### src/rtl/gpi_debounce_if.sv
// Signal bundle between the board-input debouncer and the register block that owns
// its enables, clears and event flags.
interface gpi_debounce_if #(
   parameter int unsigned Width = 20
);
   logic [Width-1:0] gp_raw_i;
   logic [Width-1:0] rise_en_i;
   logic [Width-1:0] fall_en_i;
   logic [Width-1:0] evt_clr_i;
   logic [Width-1:0] gp_o;
   logic [Width-1:0] rise_o;
   logic [Width-1:0] fall_o;
   logic [Width-1:0] evt_o;
   logic             irq_o;

   modport slave (
      input  gp_raw_i, rise_en_i, fall_en_i, evt_clr_i,
      output gp_o, rise_o, fall_o, evt_o, irq_o
   );

   modport master (
      output gp_raw_i, rise_en_i, fall_en_i, evt_clr_i,
      input  gp_o, rise_o, fall_o, evt_o, irq_o
   );
endinterface

### src/rtl/gpi_debounce.sv
// Per-channel synchroniser and debouncer for buttons/switches, with edge pulses and
// sticky, individually enabled and cleared event flags feeding one interrupt line.
module gpi_debounce #(
   parameter int unsigned      Width          = 20,
   parameter int unsigned      DebounceCycles = 50000,
   parameter logic [Width-1:0] ResetVal       = '0
) (
   input logic           clk_sys_i,
   input logic           rst_sys_ni,
   gpi_debounce_if.slave gpi
);

   localparam int unsigned     CntW    = $clog2(DebounceCycles) + 1;
   localparam logic [CntW-1:0] CntLast = CntW'(DebounceCycles - 1);

   if (DebounceCycles < 32'd1 || DebounceCycles > 32'd16777215) begin : g_bad_cycles
      $error("gpi_debounce: DebounceCycles must lie in 1..2^24-1");
   end

   logic [Width-1:0] sync1;
   logic [Width-1:0] sync2;
   logic [Width-1:0] stable;
   logic [Width-1:0] differs;
   logic [Width-1:0] commit;
   logic [Width-1:0] rise_q;
   logic [Width-1:0] fall_q;
   logic [Width-1:0] evt_q;
   logic [Width-1:0] evt_set;
   logic [CntW-1:0]  cnt [Width];

   // Any sample agreeing with the accepted level throws away all progress.
   function automatic logic [CntW-1:0] cnt_step(input logic             diff,
                                                 input logic [CntW-1:0] c);
      if (!diff || c == CntLast) begin
         return '0;
      end
      return c + CntW'(1);
   endfunction

   always_ff @(posedge clk_sys_i or negedge rst_sys_ni) begin
      if (!rst_sys_ni) begin
         sync1 <= ResetVal;
         sync2 <= ResetVal;
      end else begin
         sync1 <= gpi.gp_raw_i;
         sync2 <= sync1;
      end
   end

   always_comb begin
      differs = '0;
      commit  = '0;
      for (int i = 0; i < Width; i++) begin
         differs[i] = sync2[i] ^ stable[i];
         commit[i]  = differs[i] && (cnt[i] == CntLast);
      end
   end

   always_ff @(posedge clk_sys_i or negedge rst_sys_ni) begin
      if (!rst_sys_ni) begin
         for (int i = 0; i < Width; i++) begin
            cnt[i] <= '0;
         end
      end else begin
         for (int i = 0; i < Width; i++) begin
            cnt[i] <= cnt_step(differs[i], cnt[i]);
         end
      end
   end

   // Edge pulses are registered alongside the level so they line up with the
   // first cycle gp_o shows the new value.
   always_ff @(posedge clk_sys_i or negedge rst_sys_ni) begin
      if (!rst_sys_ni) begin
         stable <= ResetVal;
         rise_q <= '0;
         fall_q <= '0;
      end else begin
         stable <= stable ^ commit;
         rise_q <= commit & sync2;
         fall_q <= commit & ~sync2;
      end
   end

   assign evt_set = (rise_q & gpi.rise_en_i) | (fall_q & gpi.fall_en_i);

   always_ff @(posedge clk_sys_i or negedge rst_sys_ni) begin
      if (!rst_sys_ni) begin
         evt_q <= '0;
      end else begin
         evt_q <= evt_set | (evt_q & ~gpi.evt_clr_i);
      end
   end

   assign gpi.gp_o   = stable;
   assign gpi.rise_o = rise_q;
   assign gpi.fall_o = fall_q;
   assign gpi.evt_o  = evt_q;
   assign gpi.irq_o  = |evt_q;

endmodule

### src/flat_wrapper.sv
// flat-port wrapper written by rule: the top's interface ports become plain ports
module gpi_debounce_flat 
#(
   parameter int unsigned      Width          = 20,
   parameter int unsigned      DebounceCycles = 50000,
   parameter logic [Width-1:0] ResetVal       = '0
)
  (clk_sys_i, rst_sys_ni, gpi_gp_raw_i, gpi_rise_en_i, gpi_fall_en_i, gpi_evt_clr_i, gpi_gp_o, gpi_rise_o, gpi_fall_o, gpi_evt_o, gpi_irq_o);
  gpi_debounce_if #(.Width(Width)) gpi_i ();
  input logic clk_sys_i;
  input logic rst_sys_ni;
  input wire logic [$bits(gpi_i.gp_raw_i)-1:0] gpi_gp_raw_i;
  input wire logic [$bits(gpi_i.rise_en_i)-1:0] gpi_rise_en_i;
  input wire logic [$bits(gpi_i.fall_en_i)-1:0] gpi_fall_en_i;
  input wire logic [$bits(gpi_i.evt_clr_i)-1:0] gpi_evt_clr_i;
  output wire logic [$bits(gpi_i.gp_o)-1:0] gpi_gp_o;
  output wire logic [$bits(gpi_i.rise_o)-1:0] gpi_rise_o;
  output wire logic [$bits(gpi_i.fall_o)-1:0] gpi_fall_o;
  output wire logic [$bits(gpi_i.evt_o)-1:0] gpi_evt_o;
  output wire logic [$bits(gpi_i.irq_o)-1:0] gpi_irq_o;
  assign gpi_i.gp_raw_i = gpi_gp_raw_i;
  assign gpi_i.rise_en_i = gpi_rise_en_i;
  assign gpi_i.fall_en_i = gpi_fall_en_i;
  assign gpi_i.evt_clr_i = gpi_evt_clr_i;
  assign gpi_gp_o = gpi_i.gp_o;
  assign gpi_rise_o = gpi_i.rise_o;
  assign gpi_fall_o = gpi_i.fall_o;
  assign gpi_evt_o = gpi_i.evt_o;
  assign gpi_irq_o = gpi_i.irq_o;
  gpi_debounce #(.Width(Width), .DebounceCycles(DebounceCycles), .ResetVal(ResetVal)) u_core (.clk_sys_i(clk_sys_i), .rst_sys_ni(rst_sys_ni), .gpi(gpi_i));
endmodule
### config.mk
export PLATFORM = sky130hd
export DESIGN_NAME = gpi_debounce_flat
export DESIGN_NICKNAME = d
export VERILOG_FILES = /design/src/rtl/gpi_debounce_if.sv /design/src/rtl/gpi_debounce.sv /design/src/flat_wrapper.sv
export SDC_FILE = /design/constraint.sdc
export NUM_CORES = 1
export LEC_CHECK = 0
export CAP_MARGIN = 20
export CORE_MARGIN = 4
export CORE_UTILIZATION = 45
export CTS_BUF_LIST = sky130_fd_sc_hd__clkbuf_16
export CTS_CLUSTER_DIAMETER = 120
export DETAILED_ROUTE_END_ITERATION = 8
export PLACE_DENSITY = 0.69
export SYNTH_ARGS = -nofsm -noshare
export SYNTH_HDL_FRONTEND = slang
export SYNTH_SLANG_ARGS = --single-unit
### constraint.sdc
create_clock -name clk_sys_i -period 2.7 [get_ports clk_sys_i]
set_clock_uncertainty 0.1 [all_clocks]
set_input_delay 0.54 -clock clk_sys_i [delete_from_list [all_inputs] [get_ports clk_sys_i]]
set_output_delay 0.54 -clock clk_sys_i [all_outputs]
set_load 0.05 [all_outputs]
==> results.py <==
metrics = {
    "run_status": {
        "status": "complete, no violations",
    },
    "layout": {
        "n_antenna_cell": 0,
        "fillCellCount": 3923,
        "drive_gt1_frac": 0.0756,
        "nets": 2283,
        "syn_to_final_growth_pct": 20.3,
    },
    "grt": {
        "antenna_found_initial": 2,
        "grt_pass1_wl_um": 71900,
        "grt_max_degree": 94,
        "first_global_vias": 14900,
        "grt_overflow_total": 0,
        "grt_usage": 0.168,
    },
    "synthesis": {
        "syn_inst": 1962,
        "synthArstFlopShare": 1.00,
        "synth-edff-count": 0,
        "synth_seq_area_share": 0.554,
        "synth_top_area_frac": 0.554,
        "synth_area_um2": 20800,
        "ys_ff_latch": 460,
        "postSynthNetCount": 2064,
        "synthTopCellsByArea": "dfrtp_1, xnor2_1, nor2_1, nor4_1, nand4_1",
        "synth_most_common_cell": "dfrtp_1",
        "yosysWarningCount": 0,
        "ys.flop_type": "dfrtp_1",
        "synth.distinct_cells": 41,
        "synth_area_leader_cell": "dfrtp_1",
        "ys_top_cells_by_count": "dfrtp_1, nor2_1, xnor2_1",
        "syn_avg_cell_area_um2": 10.6,
    },
    "detailed_routing": {
        "drc": 0,
        "via_per_inst": 5.24,
        "first_pass_iters": 5,
        "wl_um": 41700,
        "drt-initial-drc-count": 1118,
        "final_antenna_net_count": 0,
        "dr_total_vias": 14800,
        "post_drt_wl_per_cell_um": 14.8,
    },
    "worst_hold_path": {
        "hold_end": "u_core.sync2[9]",
        "hold_class": "register to register",
        "worstHoldStart": "u_core.sync1[9]",
        "worstHoldPathCells": 0,
    },
    "setup_path": {
        "path_buf_inv": 1,
        "r2r_start": "u_core.cnt[27]",
        "path_cells": "clkdlybuf4s50_1",
        "critPathRequiredTime_ns": 2.06,
        "cp_max_fo": 3,
        "endpoint_kind": "primary output",
        "r2r_cells": 4,
        "critPathMaxStageDelay_ns": 0.86,
        "path_delay_family": "buffers and inverters",
        "arrival_ns": 1.93,
        "crit_type": "register to primary output",
        "critPathSlowestCell": "clkdlybuf4s50_1",
        "reg2reg_to": "u_core.cnt[23]",
        "cp-start-kind": "register",
        "r2r_setup_slack_ns": 0.52,
    },
    "sta": {
        "hold_viol": 0,
        "tightest_slew_ns": 0.596,
        "rsz0062_at_grt": "false",
        "finalSetupViolations": 0,
        "fin_setup_tns_ns": 0,
        "finalCriticalPeriod_ns": 2.57,
        "max_freq_mhz": 389,
        "fin_crit_sh": 0.952,
        "slew_headroom": 0.601,
        "drv_slew": 0,
    },
    "clock_network": {
        "clk_latency_ns": 0.58,
        "root_buffer": "clkbuf_16",
        "h-tree-depth": 2,
        "path_clk_slew_ns": 0.06,
        "cts_tree": "built",
        "cts_setup_buffers": 0,
        "cts_made_buffers": 50,
        "cts.path.max_buffers": 3,
        "cts.sinks": 460,
    },
    "floorplanning": {
        "io_pins": 163,
        "die_w_um": 223,
        "fp.dieArea_um2": 49700,
        "die_h_um": 223,
        "coreArea_um2": 45600,
        "start_util": 0.456,
        "num_rows": 78,
    },
    "pwr": {
        "power_frac_seq": 0.493,
        "power.density_nw_per_um2": 576,
        "power.net_switching_w": 0.00317,
        "ir_drop_uv": 503,
        "p_sw_frac": 0.220,
        "combPwrFrac": 0.036,
        "cellLeakagePower_nw": 10.2,
        "clockPowerShare": 0.471,
        "intPower_w": 0.0112,
        "power.total_w": 0.0144,
    },
    "place": {
        "dp_hpwl_um": 28800,
        "gp_congestion": 0.828,
        "portBuffers": 162,
    },
    "run": {
        "drv_cap": 0,
    },
}
-- layout make-up --
cell class                 count  area, um2  area share
sequential                   460      11500       0.460
clock buffer                  51       1280      0.0510
tap                          600        751      0.0300
multi-input combinational   1398       8890       0.355
inverter                      76        285      0.0114
clock inverter                41        373      0.0149
timing repair buffer         195       1940      0.0773
-- metrics by stage --
step / instance area, um2 / hold WS [ns] / worst slack, ns / instances / util
floorplan: 20800 / 0.144 / 0.661 / 1962 / -
global placement: 23300 / 0.233 / 0.413 / 2728 / 0.512
detailed placement: 23300 / 0.235 / 0.401 / 2728 / 0.512
CTS: 25000 / 0.248 / 0.0286 / 2821 / 0.549
global route: 25000 / 0.250 / 0.0196 / 2821 / 0.549
finish: 25000 / 0.246 / 0.130 / 2821 / 0.549
-- cells in the final DEF (no fill, tap or decap), drive strengths merged, types with 24 or more instances in the layout --
master         synthesis  layout
dfrtp                460     460
nor2                 387     387
xnor2                250     250
clkdlybuf4s50          0     159
nand3                111     111
nor4                 109     109
nand4                 93      93
inv                   76      82
nand2                 77      77
nor3                  69      69
xor2                  64      64
clkbuf                10      51
nor3b                 42      42
buf                   18      34
and3                  31      31
o21ai                 30      30
clkinv                 0      24
-- sequential cells by signal, indices dropped and copies added (netlist names), named ones only --
signal	cells
u_core.sync2	20
u_core.gpi.fall_o	20
u_core.gpi.evt_o	20
u_core.gpi.rise_o	20
u_core.cnt	340
u_core.sync1	20
-- power by group through the flow --
stage | clock network (W) | registers, W | logic (W)
2_1_floorplan | 0 | 0.00720 | 0.000198
3_3_place_gp | 0 | 0.00721 | 0.000523
3_5_place_dp | 0 | 0.00722 | 0.000535
4_1_cts | 0.00702 | 0.00709 | 0.000540
5_1_grt | 0.00732 | 0.00711 | 0.000598
6_report | 0.00679 | 0.00710 | 0.000521
-- worst max-delay path by stage --
stage,startpoint,to,slack [ns],cells after the start
6_report,u_core.gpi.evt_o[12],gpi_evt_o[12],0.13,1
2_1_floorplan,u_core.gpi.evt_o[3],gpi_irq_o,0.66,3
4_1_cts,u_core.gpi.evt_o[11],gpi_irq_o,0.03,4
3_5_place_dp,u_core.gpi.evt_o[3],gpi_irq_o,0.40,4
5_1_grt,u_core.gpi.evt_o[11],gpi_irq_o,0.02,4
3_3_place_gp,u_core.gpi.evt_o[3],gpi_irq_o,0.41,4
-- repair_timing --
item                       in CTS  in global routing
setup endpoints to repair       2                  1
hold endpoints to repair       32                  0
hold buffers                    1                  0
gates resized for setup         5                  3
-- layer usage --
| layer | global-route usage | up-vias | part of all wire |
|---|---|---|---|
| met2 | 0.271 | 267 | 0.47 |
| met4 | 0.0537 | 2 | 0.023 |
| met3 | 0.0343 | 71 | 0.048 |
| li1 | - | 7240 | - |
| met5 | 0 | - | 0.00031 |
| met1 | 0.231 | 7216 | 0.46 |
-- cell families (layout without fill, tap and decap cells) --
logic type	count (synthesis)	after routing	share of synthesized area
AO/OA/AOI/OAI	70	70	0.0317
multiplexers	20	20	0.0126
flip-flops	460	460	0.554
adder cells (fa/ha/maj)	20	20	0.0120
AND/OR/NAND/NOR	974	974	0.237
XOR/XNOR	314	314	0.132
buffers and inverters	104	363	0.0207
(Power assumes the default switching activity.)
